### config.mk
export PLATFORM = sky130hd
export DESIGN_NAME = mips_halt_monitor
export DESIGN_NICKNAME = d
export VERILOG_FILES = /design/src/rtl/mips_halt_monitor.sv
export SDC_FILE = /design/constraint.sdc
export NUM_CORES = 1
export LEC_CHECK = 0
export ABC_AREA = 1
export CORE_AREA = 2 2 120 122
export DETAILED_ROUTE_END_ITERATION = 16
export DIE_AREA = 0 0 122 124
export PLACE_DENSITY_LB_ADDON = 0.08
export RECOVER_POWER = 100
export SKIP_LAST_GASP = 1
export SYNTH_ARGS = -nofsm -noshare
export SYNTH_HDL_FRONTEND = slang
export SYNTH_SLANG_ARGS = --single-unit
export TNS_END_PERCENT = 30
### constraint.sdc
create_clock -name clk -period 5.3 [get_ports clk]
set_input_delay 1.06 -clock clk [delete_from_list [all_inputs] [get_ports clk]]
set_output_delay 1.06 -clock clk [all_outputs]
set_load 0.005 [all_outputs]
### src/rtl/mips_halt_monitor.sv
// mips_halt_monitor: watches the fetch stream of mips_cpu_harvard from reset
// to halt (a jump to HALT_ADDR). After a settle window it samples register_v0
// and issues a sticky pass/fail verdict with an error code.
module mips_halt_monitor #(
    parameter logic [31:0] RESET_VECTOR   = 32'hBFC00000,
    parameter logic [31:0] HALT_ADDR      = 32'h00000000,
    parameter int unsigned SETTLE_CYCLES  = 1,
    parameter int unsigned TIMEOUT_CYCLES = 1000
) (
    input  logic        clk,
    input  logic        reset,
    input  logic        clk_enable,
    input  logic        active,
    input  logic [31:0] instr_address,
    input  logic [31:0] register_v0,
    input  logic [31:0] expected_v0,
    input  logic        check_en,
    output logic        done,
    output logic        pass,
    output logic        fail,
    output logic [2:0]  err_code,
    output logic [31:0] captured_v0,
    output logic [31:0] cycle_count,
    output logic [15:0] fetch_count
);

    localparam logic [2:0] ST_WAIT_START = 3'd0;
    localparam logic [2:0] ST_RUN        = 3'd1;
    localparam logic [2:0] ST_SETTLE     = 3'd2;
    localparam logic [2:0] ST_PASS       = 3'd3;
    localparam logic [2:0] ST_FAIL       = 3'd4;

    localparam logic [2:0] ERR_NONE      = 3'd0;
    localparam logic [2:0] ERR_V0        = 3'd1;
    localparam logic [2:0] ERR_TIMEOUT   = 3'd2;
    localparam logic [2:0] ERR_ALIGN     = 3'd3;
    localparam logic [2:0] ERR_START     = 3'd4;
    localparam logic [2:0] ERR_ACTIVE    = 3'd5;

    localparam logic [3:0]  SETTLE_INIT  = 4'(SETTLE_CYCLES);
    localparam logic [32:0] TIMEOUT_LIM  = 33'(TIMEOUT_CYCLES);

    logic [2:0]  r_state;
    logic [3:0]  r_settle_cnt;
    logic [31:0] r_prev_addr;
    logic [31:0] r_cycle_count;
    logic [15:0] r_fetch_count;
    logic        r_done;
    logic        r_pass;
    logic        r_fail;
    logic [2:0]  r_err_code;
    logic [31:0] r_captured_v0;

    logic [2:0]  w_state_next;
    logic        w_pass_go;
    logic        w_fail_go;
    logic [2:0]  w_err_next;
    logic        w_settle_load;
    logic        w_verdict;
    logic        w_v0_ok;
    logic        w_timeout;
    logic        w_counting;

    // Compared in 33 bits so a saturated cycle_count cannot wrap past the limit.
    assign w_timeout  = ({1'b0, r_cycle_count} + 33'd1) >= TIMEOUT_LIM;
    assign w_v0_ok    = !check_en || (register_v0 == expected_v0);
    assign w_counting = (r_state == ST_RUN) || (r_state == ST_SETTLE);

    // Next-state decision: checks evaluated in priority order for each state.
    always_comb begin
        // NOTE: every signal gets a default here so no path leaves one unassigned and infers a latch.
        w_state_next  = r_state;
        w_pass_go     = 1'b0;
        w_fail_go     = 1'b0;
        w_err_next    = ERR_NONE;
        w_settle_load = 1'b0;
        w_verdict     = 1'b0;

        case (r_state)
            ST_WAIT_START: begin
                if (instr_address == RESET_VECTOR) begin
                    w_state_next = ST_RUN;
                end else begin
                    w_fail_go  = 1'b1;
                    w_err_next = ERR_START;
                end
            end
            ST_RUN: begin
                if (instr_address[1:0] != 2'b00) begin
                    w_fail_go  = 1'b1;
                    w_err_next = ERR_ALIGN;
                end else if (instr_address == HALT_ADDR) begin
                    // A zero-length settle window decides on the halt edge itself.
                    if (SETTLE_INIT == 4'd0) begin
                        w_verdict = 1'b1;
                    end else begin
                        w_state_next  = ST_SETTLE;
                        w_settle_load = 1'b1;
                    end
                end else if (!active) begin
                    w_fail_go  = 1'b1;
                    w_err_next = ERR_ACTIVE;
                end else if (w_timeout) begin
                    w_fail_go  = 1'b1;
                    w_err_next = ERR_TIMEOUT;
                end
            end
            ST_SETTLE: begin
                if (w_timeout) begin
                    w_fail_go  = 1'b1;
                    w_err_next = ERR_TIMEOUT;
                end else if (r_settle_cnt == 4'd1) begin
                    w_verdict = 1'b1;
                end
            end
            default: begin
                // PASS and FAIL are terminal.
            end
        endcase

        if (w_verdict) begin
            if (w_v0_ok) begin
                w_pass_go = 1'b1;
            end else begin
                w_fail_go  = 1'b1;
                w_err_next = ERR_V0;
            end
        end

        if (w_pass_go) begin
            w_state_next = ST_PASS;
        end else if (w_fail_go) begin
            w_state_next = ST_FAIL;
        end
    end

    // State register.
    always_ff @(posedge clk) begin
        // NOTE: sequential state uses non-blocking assignments so every register samples pre-edge values.
        if (reset) begin
            r_state <= ST_WAIT_START;
        end else if (clk_enable) begin
            r_state <= w_state_next;
        end
    end

    // Settle-window down-counter.
    always_ff @(posedge clk) begin
        if (reset) begin
            r_settle_cnt <= 4'd0;
        end else if (clk_enable) begin
            if (w_settle_load) begin
                r_settle_cnt <= SETTLE_INIT;
            end else if (r_state == ST_SETTLE && r_settle_cnt != 4'd0) begin
                r_settle_cnt <= r_settle_cnt - 4'd1;
            end
        end
    end

    // Saturating count of enabled cycles spent in RUN and SETTLE.
    always_ff @(posedge clk) begin
        if (reset) begin
            r_cycle_count <= 32'd0;
        end else if (clk_enable && w_counting && r_cycle_count != 32'hFFFF_FFFF) begin
            r_cycle_count <= r_cycle_count + 32'd1;
        end
    end

    // Fetch tracking: the reset-vector fetch counts as the first distinct address.
    always_ff @(posedge clk) begin
        if (reset) begin
            r_prev_addr   <= 32'd0;
            r_fetch_count <= 16'd0;
        end else if (clk_enable) begin
            if (r_state == ST_WAIT_START && !w_fail_go) begin
                r_prev_addr   <= instr_address;
                r_fetch_count <= 16'd1;
            end else if (r_state == ST_RUN) begin
                r_prev_addr <= instr_address;
                if (instr_address != r_prev_addr && r_fetch_count != 16'hFFFF) begin
                    r_fetch_count <= r_fetch_count + 16'd1;
                end
            end
        end
    end

    // Sticky verdict outputs, loaded once on entry to PASS or FAIL.
    always_ff @(posedge clk) begin
        if (reset) begin
            r_done        <= 1'b0;
            r_pass        <= 1'b0;
            r_fail        <= 1'b0;
            r_err_code    <= ERR_NONE;
            r_captured_v0 <= 32'd0;
        end else if (clk_enable && (w_pass_go || w_fail_go)) begin
            r_done        <= 1'b1;
            r_pass        <= w_pass_go;
            r_fail        <= w_fail_go;
            r_err_code    <= w_err_next;
            r_captured_v0 <= register_v0;
        end
    end

    assign done        = r_done;
    assign pass        = r_pass;
    assign fail        = r_fail;
    assign err_code    = r_err_code;
    assign captured_v0 = r_captured_v0;
    assign cycle_count = r_cycle_count;
    assign fetch_count = r_fetch_count;

endmodule

# == Word-level counts from Yosys, hierarchy flattened ==
# Cells that the tools add are included.
# op_classes
n_addsub,4
magnitude_cmp,1
eq_ne,11
muxes,37
n_reduce_logical,23
# op_table
operator,n
2-to-1 mux 32 bit,2
2-to-1 mux 16 bit,3
adder 32 x 1 -> 33 bit (second input constant),1
greater-or-equal comparator 33 x 10 -> 1 bit (second input constant),1
2-to-1 mux 3 bit,11
adder 32 x 1 -> 32 bit (second input constant),1
equality test 32 bit,1
equality test 32 bit (second input constant),1
logical NOT 32 bit,1
!= test 32 bit,1
!= test 32 bit (second input constant),1
adder 16 x 1 -> 16 bit (second input constant),1
!= test 16 bit (second input constant),1
2-to-1 mux 1 bit,15
case mux 3 bit (3 select lines),1
2-to-1 mux 4 bit,2
!= test 4 bit (second input constant),2
nonzero test 2 bit,4
nonzero test 4 bit,2
logical AND 1 bit,6
case mux 3 bit (2 select lines),1
AND reduction 5 bit,1
equality test 4 x 1 -> 1 bit (second input constant),1
!= test 4 x 3 -> 1 bit (second input constant),1
other kinds (10),14
# word_totals
regBits,125
in_bits,101
out_inout_bits,86
word_cells,86

# == Depth between registers and ports, before layout ==
# Gate-level depths: netlist of the first run.
# depth
ltp_word,13
depth_mapped,21

# == Worst setup path before layout of the first run ==
# No wires, ideal clock.
# synth_path
path_type,in2reg
start,in instr_address[0]
end,"reg r_fetch_count[11], in the netlist fetch_count[11]"
setup_ns,0.132
arrival_time_ns,2.568
required_time_ns,5.168
slack_ns,2.600
path_stages,15
n_path_buf,1
path_cell_list,nor2_1 nand4_1 nor2_1 nand4_1 inv_1 nand3_1 nand2_1 inv_1 nand2_1 nand4_4 o21ai_4 nand2_4 buf_6 nand2_1 a21oi_1
# synth_between
elab_chain_len,10
word_cells_on_any_way,17
classes_between,eq/ne (2); mux (7); reduce/logical (8)
# synth_lines
item,line_no,text
start: declaration,14,"input logic [31:0] instr_address,"
logical NOT 32 bit,92,end else if (instr_address == HALT_ADDR) begin
2-to-1 mux 1 bit,92,
2-to-1 mux 1 bit,89,if (instr_address[1:0] != 2'b00) begin
case mux 1 bit (3 select lines),79,case (r_state)
2-to-1 mux 1 bit,122,if (w_v0_ok) begin
2-to-1 mux 1 bit,121,if (w_verdict) begin
logical NOT 1 bit,175,if (r_state == ST_WAIT_START && !w_fail_go) begin
logical AND 1 bit,175,
nonzero test 2 bit (no source line),n/a,
AND reduction 3 bit (no source line),n/a,
end signal: assignment,181,r_fetch_count <= r_fetch_count + 16'd1;
end: declaration,47,logic [15:0] r_fetch_count;
# Several ways; a longest one is shown, not always the timed one.
# A chain may end at the register's enable or synchronous reset.

# == Final worst setup path of the first run ==
# layout_path
start,in instr_address[27]
end,"reg r_fetch_count[3], in the netlist fetch_count[3]"
# Same word-level chain as after synthesis.

==> reports/metrics.yaml, run 1 <==
timing:
  fin_skew_ps: 6.96
  finalMaxSlewViolations: 20
  fin_crit_sh_pct: 82.9
  worstMarginPinSlew_ps: 2270
  hold_viol_final: 0
  rsz0062_at_grt: "false"
  max_freq_mhz: 228
  fin_tns_setup_ps: 0
  fin_crit_ps: 4390
  max_slew_margin_pct: -52.9
  setup_violations: 0
floorplanning:
  die_h_um: 124
  core_area_um2: 13700
  fp.dieArea_um2: 15100
  start_util_pct: 53.2
  pin_count: 187
  fp-row-count: 43
  die_x_um: 122
placed_design:
  hpwl_mm: 14.4
  place_area_um2: 9210
  port_buffers: 186
  globalplace.congestion: 0.891
setup_path:
  crit_path_end_kind: "flip-flop"
  crit_buf_inv: 2
  crit_slowest_cell: "o21ai_0"
  crit_top_cell: "nand2_1"
  cp-start-kind: "input pin"
  worstSetupPathType: "in -> reg"
  cp_data_arrival_time_ps: 4670
  critPathMaxFanout: 19
  crit_family: "compound AO/OA/AOI/OAI gates"
  cp_slowest_stage_delay_ps: 1690
  crit_chain: "dlygate4sd3_1 -> inv_1 -> or2_2 -> o2111ai_1 -> nor4_1 -> nand3_1 -> nand2_1 -> o21ai_0 -> nand2_4 -> nand2_1 -> a21oi_1"
  crit_required_ps: 5580
clock_network:
  cts_setup_buffers: 0
  clkLatencyLatePin_ps: 420
  ctsRootBufferMaster: "clkbuf_16"
  cts_buffer_depth: 2
  cts_tree: "done"
  cts.sinks: 125
  cts-buffers-inserted: 17
  cts-resized-gates: 0
  h-tree-depth: 4
  clkTransAtPathRegs_ps: 50
  postCtsHoldBufs: 0
power_and_ir_drop:
  power-per-cell-area_nw_per_um2: 295
  p_total_uw: 2860
  leakage_uw: 0.00400
  ir_worst_vdd_mv: 0.236
synth:
  synth-edff-count: 0
  yosys_warnings: 0
  yosys.cell_types.count: 42
  synth-seq-cells: 125
  synth_area_per_cell_um2: 6.62
  ys_seq_area_share_pct: 34.3
  syn-instance-count: 1102
  synthArstFlopShare_pct: 0
  synth_nets: 1209
  syn_area_um2: 7300
  ys.flop_type: "dfxtp_1"
routing:
  drc_errors: 0
  firstDrtPassIters: 5
  wl_per_cell_um: 13.9
  initialDrtViolationCount: 534
  ant_nets: 0
  drt-total-wl_mm: 20.2
  vias: 7649
  viasPerCell: 5.24
grt:
  grt_pass1_vias: 6773
  grt-ovfl-total: 0
  grt_start_max_net_pins: 74
  grt_usage_pct: 26.3
  antenna_found_initial: 0
  grt_pass1_wl_mm: 32.0
flow_run:
  drv_cap: 1
final_layout:
  final_nets: 1378
  drive_gt1_share_pct: 6.33
  fill_cells: 1230
  final_area_um2: 9710
  layout_commonest_cell: "nand2_1"
  final_cell_mix: "nand2_1, nor2_1, dfxtp_1"
  antenna_cells: 0
  syn_to_final_growth_pct: 33.1
  utilization_pct: 70.8
min_path:
  hp-class: "reg -> reg"
status:
  violations: "capacitance limit, slew limit"
  status: "finished with violations"
## through the flow
| step | setup slack [ps] | instances | hold WS (ps) |
|---|---|---|---|
| 2_1_floorplan | 2600 | 1102 | 442 |
| 4_1_cts | 1440 | 1459 | 461 |
| 5_1_grt | 550 | 1459 | 487 |
| 3_3_place_gp | 1070 | 1432 | 450 |
| 3_5_place_dp | 1000 | 1432 | 453 |
| 6_report | 908 | 1459 | 455 |
## state kept, by name, indices dropped and copies added, names as in the netlist
| signal | cells |
|---|---|
| captured_v0 | 32 |
| cycle_count | 32 |
| r_prev_addr | 32 |
| fetch_count | 16 |
| r_settle_cnt | 4 |
| err_code | 3 |
| r_state | 3 |
| done | 1 |
| fail | 1 |
| pass | 1 |
## tightest hold or removal path: stages (launching register included)
cell and delay, ps:
dfxtp_1 300, nand2_1 60, a21oi_1 50
## Yosys cell counts, drive strengths merged (2+ instances only)
cell type	n	area share (%)
a211oi	6	0.75
a21oi	74	5.2
a31oi	13	1.1
buf	17	1.5
clkbuf	23	1.2
clkinv	2	0.10
dfxtp	125	34
ha	6	1.0
inv	108	5.6
nand2	255	14
nand3	80	5.7
nand3b	13	1.3
nand4	23	2.2
nor2	176	10
nor3	12	0.82
nor4	9	0.77
o2111ai	4	0.48
o21ai	79	5.6
o31ai	2	0.21
or2	15	1.3
xnor2	44	5.3
xor2	12	1.4
## report_power, final
group          switching, µW  leakage (µW)  internal, µW
Combinational            385       0.00272           301
Sequential              71.8       0.00102          1040
Clock                    389      0.000261           679
## routing by layer
| metal | routed length (µm) | track usage [%] |
|---|---|---|
| met1 | 8780 | 32.6 |
| met2 | 9800 | 44.7 |
| met3 | 1270 | 6.36 |
| met4 | 382 | 9.20 |
| met5 | 0 | 0 |
## logic make-up (layout without fill, tap and decap cells)
family | count (synthesis) | in the layout | share of synthesized area [%]
buffers and inverters | 150 | 327 | 8.40
XOR/XNOR | 56 | 56 | 6.72
AO/OA/AOI/OAI | 181 | 181 | 13.7
adder cells (fa/ha/maj) | 6 | 6 | 1.03
flip-flops | 125 | 125 | 34.3
AND/OR/NAND/NOR | 584 | 584 | 35.9
## area by class of cell
class	count	area [µm²]	area share [%]
multi-input combinational	827	4160	42.8
inverter	110	413	4.25
tap	180	225	2.32
clock buffer	25	495	5.10
timing repair buffer	190	1880	19.4
sequential	125	2500	25.8
clock inverter	2	35.0	0.361
## final timing paths
check / start / end / slack (ps) / cells past startpoint
worst max-delay path: instr_address[27] / fetch_count[3]$_SDFFE_PP0P_ / 910 / 11
worst min-delay path: fail$_SDFFE_PP0P_ / fail$_SDFFE_PP0P_ / 460 / 2
worst max register to register: cycle_count[1]$_SDFFE_PP0P_ / captured_v0[24]$_SDFFE_PP0P_ / 1030 / 19
worst min register to register: fail$_SDFFE_PP0P_ / fail$_SDFFE_PP0P_ / 460 / 2
Note: power is estimated with default switching activity, not from simulation.
==> inputs of run 2 (changes only) <==
- CORE_AREA: 2 2 120 122 -> 2 2 131 133
- DIE_AREA: 0 0 122 124 -> 0 0 133 135
- clock period: 5.3 -> 3.55 ns (I/O delays scaled with it)
==> run 2 against run 1 <==
Compared with the run above:
- the run now ends clean
- cell count grew 3.5%
- non-clock buffer count grew 6
- core utilization shrank 10 points
- final area grew 2.3%
- first-iteration DRC count shrank 19%
- count of clock-buffer cells in the layout shrank 5
- sequential power grew 50%
- combinational power grew 55%
- sequential cell count is the same
- via count shrank 0.12%
- critical path depth grew 8
==> reports/metrics.yaml, run 2 (synthesized netlist as in run 1, its figures left out) <==
clock_network:
  ctsRootBufferMaster: "clkbuf_16"
  clkLatencyLatePin_ps: 420
  cts-buffers-inserted: 17
  postCtsHoldBufs: 0
  cts_buffer_depth: 2
  cts_tree: "done"
  cts.sinks: 125
  h-tree-depth: 4
  clkTransAtPathRegs_ps: 60
power_and_ir_drop:
  ir_worst_vdd_mv: 0.370
  p_total_uw: 4570
  leakage_uw: 0.00407
  power-per-cell-area_nw_per_um2: 460
setup_path:
  worstSetupPathType: "reg -> reg"
  crit_family: "simple AND/OR/NAND/NOR gates"
  crit_path_end_kind: "flip-flop"
  r2r-end: "r_state[0]$_SDFFE_PP0P_"
  endpoint: "r_state[0]$_SDFFE_PP0P_"
  cp-start-kind: "flip-flop"
  crit_top_cell: "nand2_1"
  rr_startpoint: "cycle_count[1]$_SDFFE_PP0P_"
  crit_required_ps: 3830
  crit_buf_inv: 2
  critPathMaxFanout: 31
  worstRegToRegCells: 19
  startpoint: "cycle_count[1]$_SDFFE_PP0P_"
  crit_slowest_cell: "dfxtp_1"
  cp.depth: 19
  cp_slowest_stage_delay_ps: 460
  cp_data_arrival_time_ps: 3420
  rrSetupSlack_ps: 410
  crit_chain: "ha_1 -> inv_1 -> nor2_4 -> nand2_2 -> nor2_2 -> nand2_1 -> nand2_1 -> nand2_1 -> nor2_1 -> nand3_1 -> nor2_2 -> nand2_2 -> a21oi_4 -> nand3_1 -> nand2_2 -> buf_4 -> nand2_1 -> nand3_1 -> a21oi_1"
grt:
  antenna_found_initial: 0
  grt_pass1_vias: 7106
  grt_pass1_wl_mm: 34.4
  grt_usage_pct: 23.6
  grt-ovfl-total: 0
  grt_start_max_net_pins: 51
timing:
  setup_violations: 0
  worstMarginPinSlew_ps: 706
  max_slew_margin_pct: 52.9
  max_freq_mhz: 318
  finalHoldWorstSlack_ps: 463
  hold_viol_final: 0
  finalMaxSlewViolations: 0
  fin_crit_ps: 3140
  fin_skew_ps: 7.80
  rsz0062_at_grt: "true"
  fin_crit_sh_pct: 88.5
placed_design:
  hpwl_mm: 15.2
  globalplace.congestion: 0.902
  port_buffers: 186
final_layout:
  layout_commonest_cell: "nand2_1"
  seqCellArea_um2: 2500
  fill_cells: 1562
  drive_gt1_share_pct: 7.67
  multiInputGateArea_um2: 4180
  syn_to_final_growth_pct: 36.1
  antenna_cells: 0
  final_cell_mix: "nand2_1, nor2_1, dfxtp_1"
  final_nets: 1384
floorplanning:
  fp-row-count: 47
  pin_count: 187
  core_area_um2: 16400
  die_h_um: 135
  start_util_pct: 44.5
  die_x_um: 133
  fp.dieArea_um2: 18000
routing:
  drt-total-wl_mm: 20.9
  ant_nets: 0
  firstDrtPassIters: 5
  viasPerCell: 5.06
  wl_per_cell_um: 13.9
  drc_errors: 0
  initialDrtViolationCount: 433
  vias: 7640
flow_run:
  drv_cap: 0
min_path:
  hp-class: "reg -> reg"
status:
  status: "completed"
-- run 2: layout make-up --
class | instances | area share, %
clock inverters | 12 | 1.69
clock buffers | 20 | 4.60
multi-input cells | 827 | 42.1
inverters | 110 | 4.18
flip-flops and latches | 125 | 25.2
well taps | 220 | 2.77
repair buffers | 196 | 19.5
-- run 2: through the flow --
stage / cells / setup TNS [ps] / cell area [µm²] / util, % / worst slack (ps)
after floorplan: 1102 / 0 / 7300 / - / 920
after global placement: 1478 / 0 / 9310 / 56.7 / 265
after detailed placement: 1478 / 0 / 9310 / 56.7 / 193
after CTS: 1510 / 0 / 9930 / 60.5 / 264
after global routing: 1510 / -130 / 9930 / 60.5 / -27.8
final: 1510 / 0 / 9930 / 60.5 / 407
-- run 2: worst register-to-register path: stages (launching register included) --
cell and delay (ps):
dfxtp_1 460, ha_1 250, inv_1 100, nor2_4 200
nand2_2 80, nor2_2 220, nand2_1 80, nand2_1 80
nand2_1 60, nor2_1 80, nand3_1 90, nor2_2 220
nand2_2 120, a21oi_4 200, nand3_1 110, nand2_2 100
buf_4 300, nand2_1 120, nand3_1 90, a21oi_1 60
-- run 2: report_power, final --
part,switching (µW),internal (µW)
Combinational,589,472
Clock,646,1200
Sequential,106,1550
-- run 2: worst min path at each step --
stage                                start  cells after the start                          end
3_5_place_dp             fail$_SDFFE_PP0P_                      2            fail$_SDFFE_PP0P_
6_report                 fail$_SDFFE_PP0P_                      2            fail$_SDFFE_PP0P_
5_1_grt        r_prev_addr[8]$_SDFFE_PP0P_                      2  r_prev_addr[8]$_SDFFE_PP0P_
2_1_floorplan  r_prev_addr[0]$_SDFFE_PP0P_                      2  r_prev_addr[0]$_SDFFE_PP0P_
3_3_place_gp             fail$_SDFFE_PP0P_                      2            fail$_SDFFE_PP0P_
4_1_cts                  fail$_SDFFE_PP0P_                      2            fail$_SDFFE_PP0P_
-- run 2: routing by layer --
layer	wire length (µm)	track usage, %
met5	0	0
met4	515	8.78
met3	1190	5.03
met2	9950	39.8
met1	9290	29.6
-- run 2: timing repair --
action	in CTS	in global routing
setup buffers	0	0
endpoints found under the setup margin	0	63
gates resized for setup	0	3
==> inputs of run 3 (changes only) <==
- SETUP_SLACK_MARGIN: not set -> 0.5
==> run 3 against run 2 <==
Compared with the run above:
- clock skew decreased by 0.61 ps
- sequential power about the same
- via count increased by 2.0%
- die area unchanged
- final area increased by 3.7%
- clock power about the same
- critical path type unchanged
- first-iteration DRC count is 12% higher
- core utilization increased by 2.2 points
- count of clock-buffer cells in the layout did not move
- highest routed layer unchanged
- combinational power up 19%
==> reports/metrics.yaml, run 3 (synthesized netlist as in run 1, its figures left out) <==
status:
  status: "completed"
timing:
  max_slew_margin_pct: 52.0
  max_freq_mhz: 328
  fin_crit_ps: 3040
  hold_viol_final: 0
  finalHoldWorstSlack_ps: 465
  finalMaxSlewViolations: 0
  rsz0062_at_grt: "false"
  worstMarginPinSlew_ps: 720
  setup_violations: 0
  fin_crit_sh_pct: 85.8
  fin_skew_ps: 7.19
  fin_tns_setup_ps: 0
clock_network:
  ctsRootBufferMaster: "clkbuf_16"
  h-tree-depth: 4
  clkLatencyLatePin_ps: 420
  cts.sinks: 125
  clkTransAtPathRegs_ps: 60
  cts-buffers-inserted: 17
  cts_buffer_depth: 2
  cts_tree: "done"
setup_path:
  startpoint: "cycle_count[1]$_SDFFE_PP0P_"
  r2r-end: "r_prev_addr[14]$_SDFFE_PP0P_"
  rrSetupSlack_ps: 510
  rr_startpoint: "cycle_count[1]$_SDFFE_PP0P_"
  cp-start-kind: "flip-flop"
  crit_required_ps: 3900
  cp_data_arrival_time_ps: 3390
  worstSetupPathType: "reg -> reg"
  worstRegToRegCells: 18
  critPathMaxFanout: 10
  crit_path_end_kind: "flip-flop"
  endpoint: "r_prev_addr[14]$_SDFFE_PP0P_"
power_and_ir_drop:
  p_sw_uw: 1420
  comb_power_share_pct: 26.3
  power_frac_seq_pct: 34.8
  ir_worst_vdd_mv: 0.363
  power-per-cell-area_nw_per_um2: 464
  pwr-share-clk_pct: 38.9
  leakage_uw: 0.00417
  switching_share_pct: 29.8
  cellInternalPower_uw: 3350
grt:
  grt_start_max_net_pins: 51
  grt_usage_pct: 23.6
  grt-ovfl-total: 0
  antenna_found_initial: 0
  grt_pass1_vias: 7117
  grt_pass1_wl_mm: 34.5
final_layout:
  syn_to_final_growth_pct: 41.1
  fin_cells: 1523
  antenna_cells: 0
  drive_gt1_share_pct: 10.1
  fill_cells: 1510
  layout_commonest_cell: "nand2_1"
  final_nets: 1397
  final_cell_mix: "nand2_1, nor2_1, dfxtp_1"
routing:
  ant_nets: 0
  wl_per_cell_um: 14.6
  drt-total-wl_mm: 22.2
  viasPerCell: 5.12
  vias: 7792
  firstDrtPassIters: 5
  initialDrtViolationCount: 484
  drc_errors: 0
floorplanning:
  pin_count: 187
  core_area_um2: 16400
  die_x_um: 133
  start_util_pct: 44.5
  die_h_um: 135
  fp.dieArea_um2: 18000
  fp-row-count: 47
placed_design:
  hpwl_mm: 15.2
  globalplace.congestion: 0.902
  dp_cells: 1478
  port_buffers: 186
min_path:
  min_path_cells: 2
  hp-class: "reg -> reg"
flow_run:
  drv_cap: 0
-- run 3: cell types whose count changed in the layout (fill, tap and decap cells not counted), moves of 7 or more --
cell,change
nor2_1,-11
o21ai_1,+8
dlygate4sd3_1,-21
nand2_1,-7
nor2_4,+8
o21ai_0,-9
clkdlybuf4s50_1,+21
-- run 3: worst min path at each step --
stage                                      from                           to  slack (ps)
floorplan           r_prev_addr[0]$_SDFFE_PP0P_  r_prev_addr[0]$_SDFFE_PP0P_         440
global placement              fail$_SDFFE_PP0P_            fail$_SDFFE_PP0P_         450
detailed placement            fail$_SDFFE_PP0P_            fail$_SDFFE_PP0P_         460
CTS                           fail$_SDFFE_PP0P_            fail$_SDFFE_PP0P_         470
global route        r_prev_addr[8]$_SDFFE_PP0P_  r_prev_addr[8]$_SDFFE_PP0P_         490
finish                        fail$_SDFFE_PP0P_            fail$_SDFFE_PP0P_         470
-- run 3: power groups by stage --
| stage | logic, µW | registers, µW | clock network, µW |
|---|---|---|---|
| after global placement | 1090 | 1690 | 0 |
| final | 1260 | 1660 | 1860 |
| after global routing | 1380 | 1680 | 1940 |
| after floorplan | 632 | 1680 | 0 |
| after CTS | 1150 | 1660 | 1890 |
| after detailed placement | 1100 | 1690 | 0 |
-- run 3: repair_timing --
action / CTS / global route
buffers inserted: 2 / 5
hold buffers: 0 / 0
resized for setup: 6 / 75
pin swaps: 2 / 17
endpoints found under the setup margin: 85 / 88
gates cloned: 0 / 6
-- run 3: critical path: stages (launching register included) --
cell       delay [ps]
dfxtp_1           420
ha_1              240
inv_1             100
nor2_4            240
nand2_2           120
nor2_4            170
nand2_1            70
nand2_1            70
nand2_1            60
nor2_1            110
nand3_2           110
nor2_4            160
nand4_1           250
nand3_1           230
nand2_2           120
nand2_4           140
clkbuf_16         180
nand2_1            60
a21oi_1           130
-- run 3: cell type report --
cell class | instances | area (µm²) | share of cell area, %
Clock buffer | 20 | 457 | 4.44
Multi-Input combinational cell | 828 | 4310 | 41.9
Inverter | 110 | 420 | 4.08
Sequential cell | 125 | 2500 | 24.3
Clock inverter | 12 | 168 | 1.63
Tap cell | 220 | 275 | 2.67
Timing Repair Buffer | 208 | 2160 | 21.0
-- run 3: routing by layer --
layer | up-vias | GRT usage (%) | routed length (µm)
met1 | 3542 | 29.6 | 9920
li1 | 3973 | - | -
met4 | 0 | 8.78 | 591
met5 | - | 0 | 0
met2 | 231 | 39.9 | 10600
met3 | 46 | 5.03 | 1110
-- run 3: metrics by stage --
| step | power (µW) | utilization (%) | setup slack, ps | area (µm²) |
|---|---|---|---|---|
| after global placement | 2770 | 56.7 | 265 | 9310 |
| after detailed placement | 2790 | 56.7 | 193 | 9310 |
| final | 4770 | 62.7 | 506 | 10300 |
| after global routing | 5000 | 62.7 | 245 | 10300 |
| after floorplan | 2310 | - | 920 | 7300 |
| after CTS | 4700 | 60.9 | 511 | 9990 |
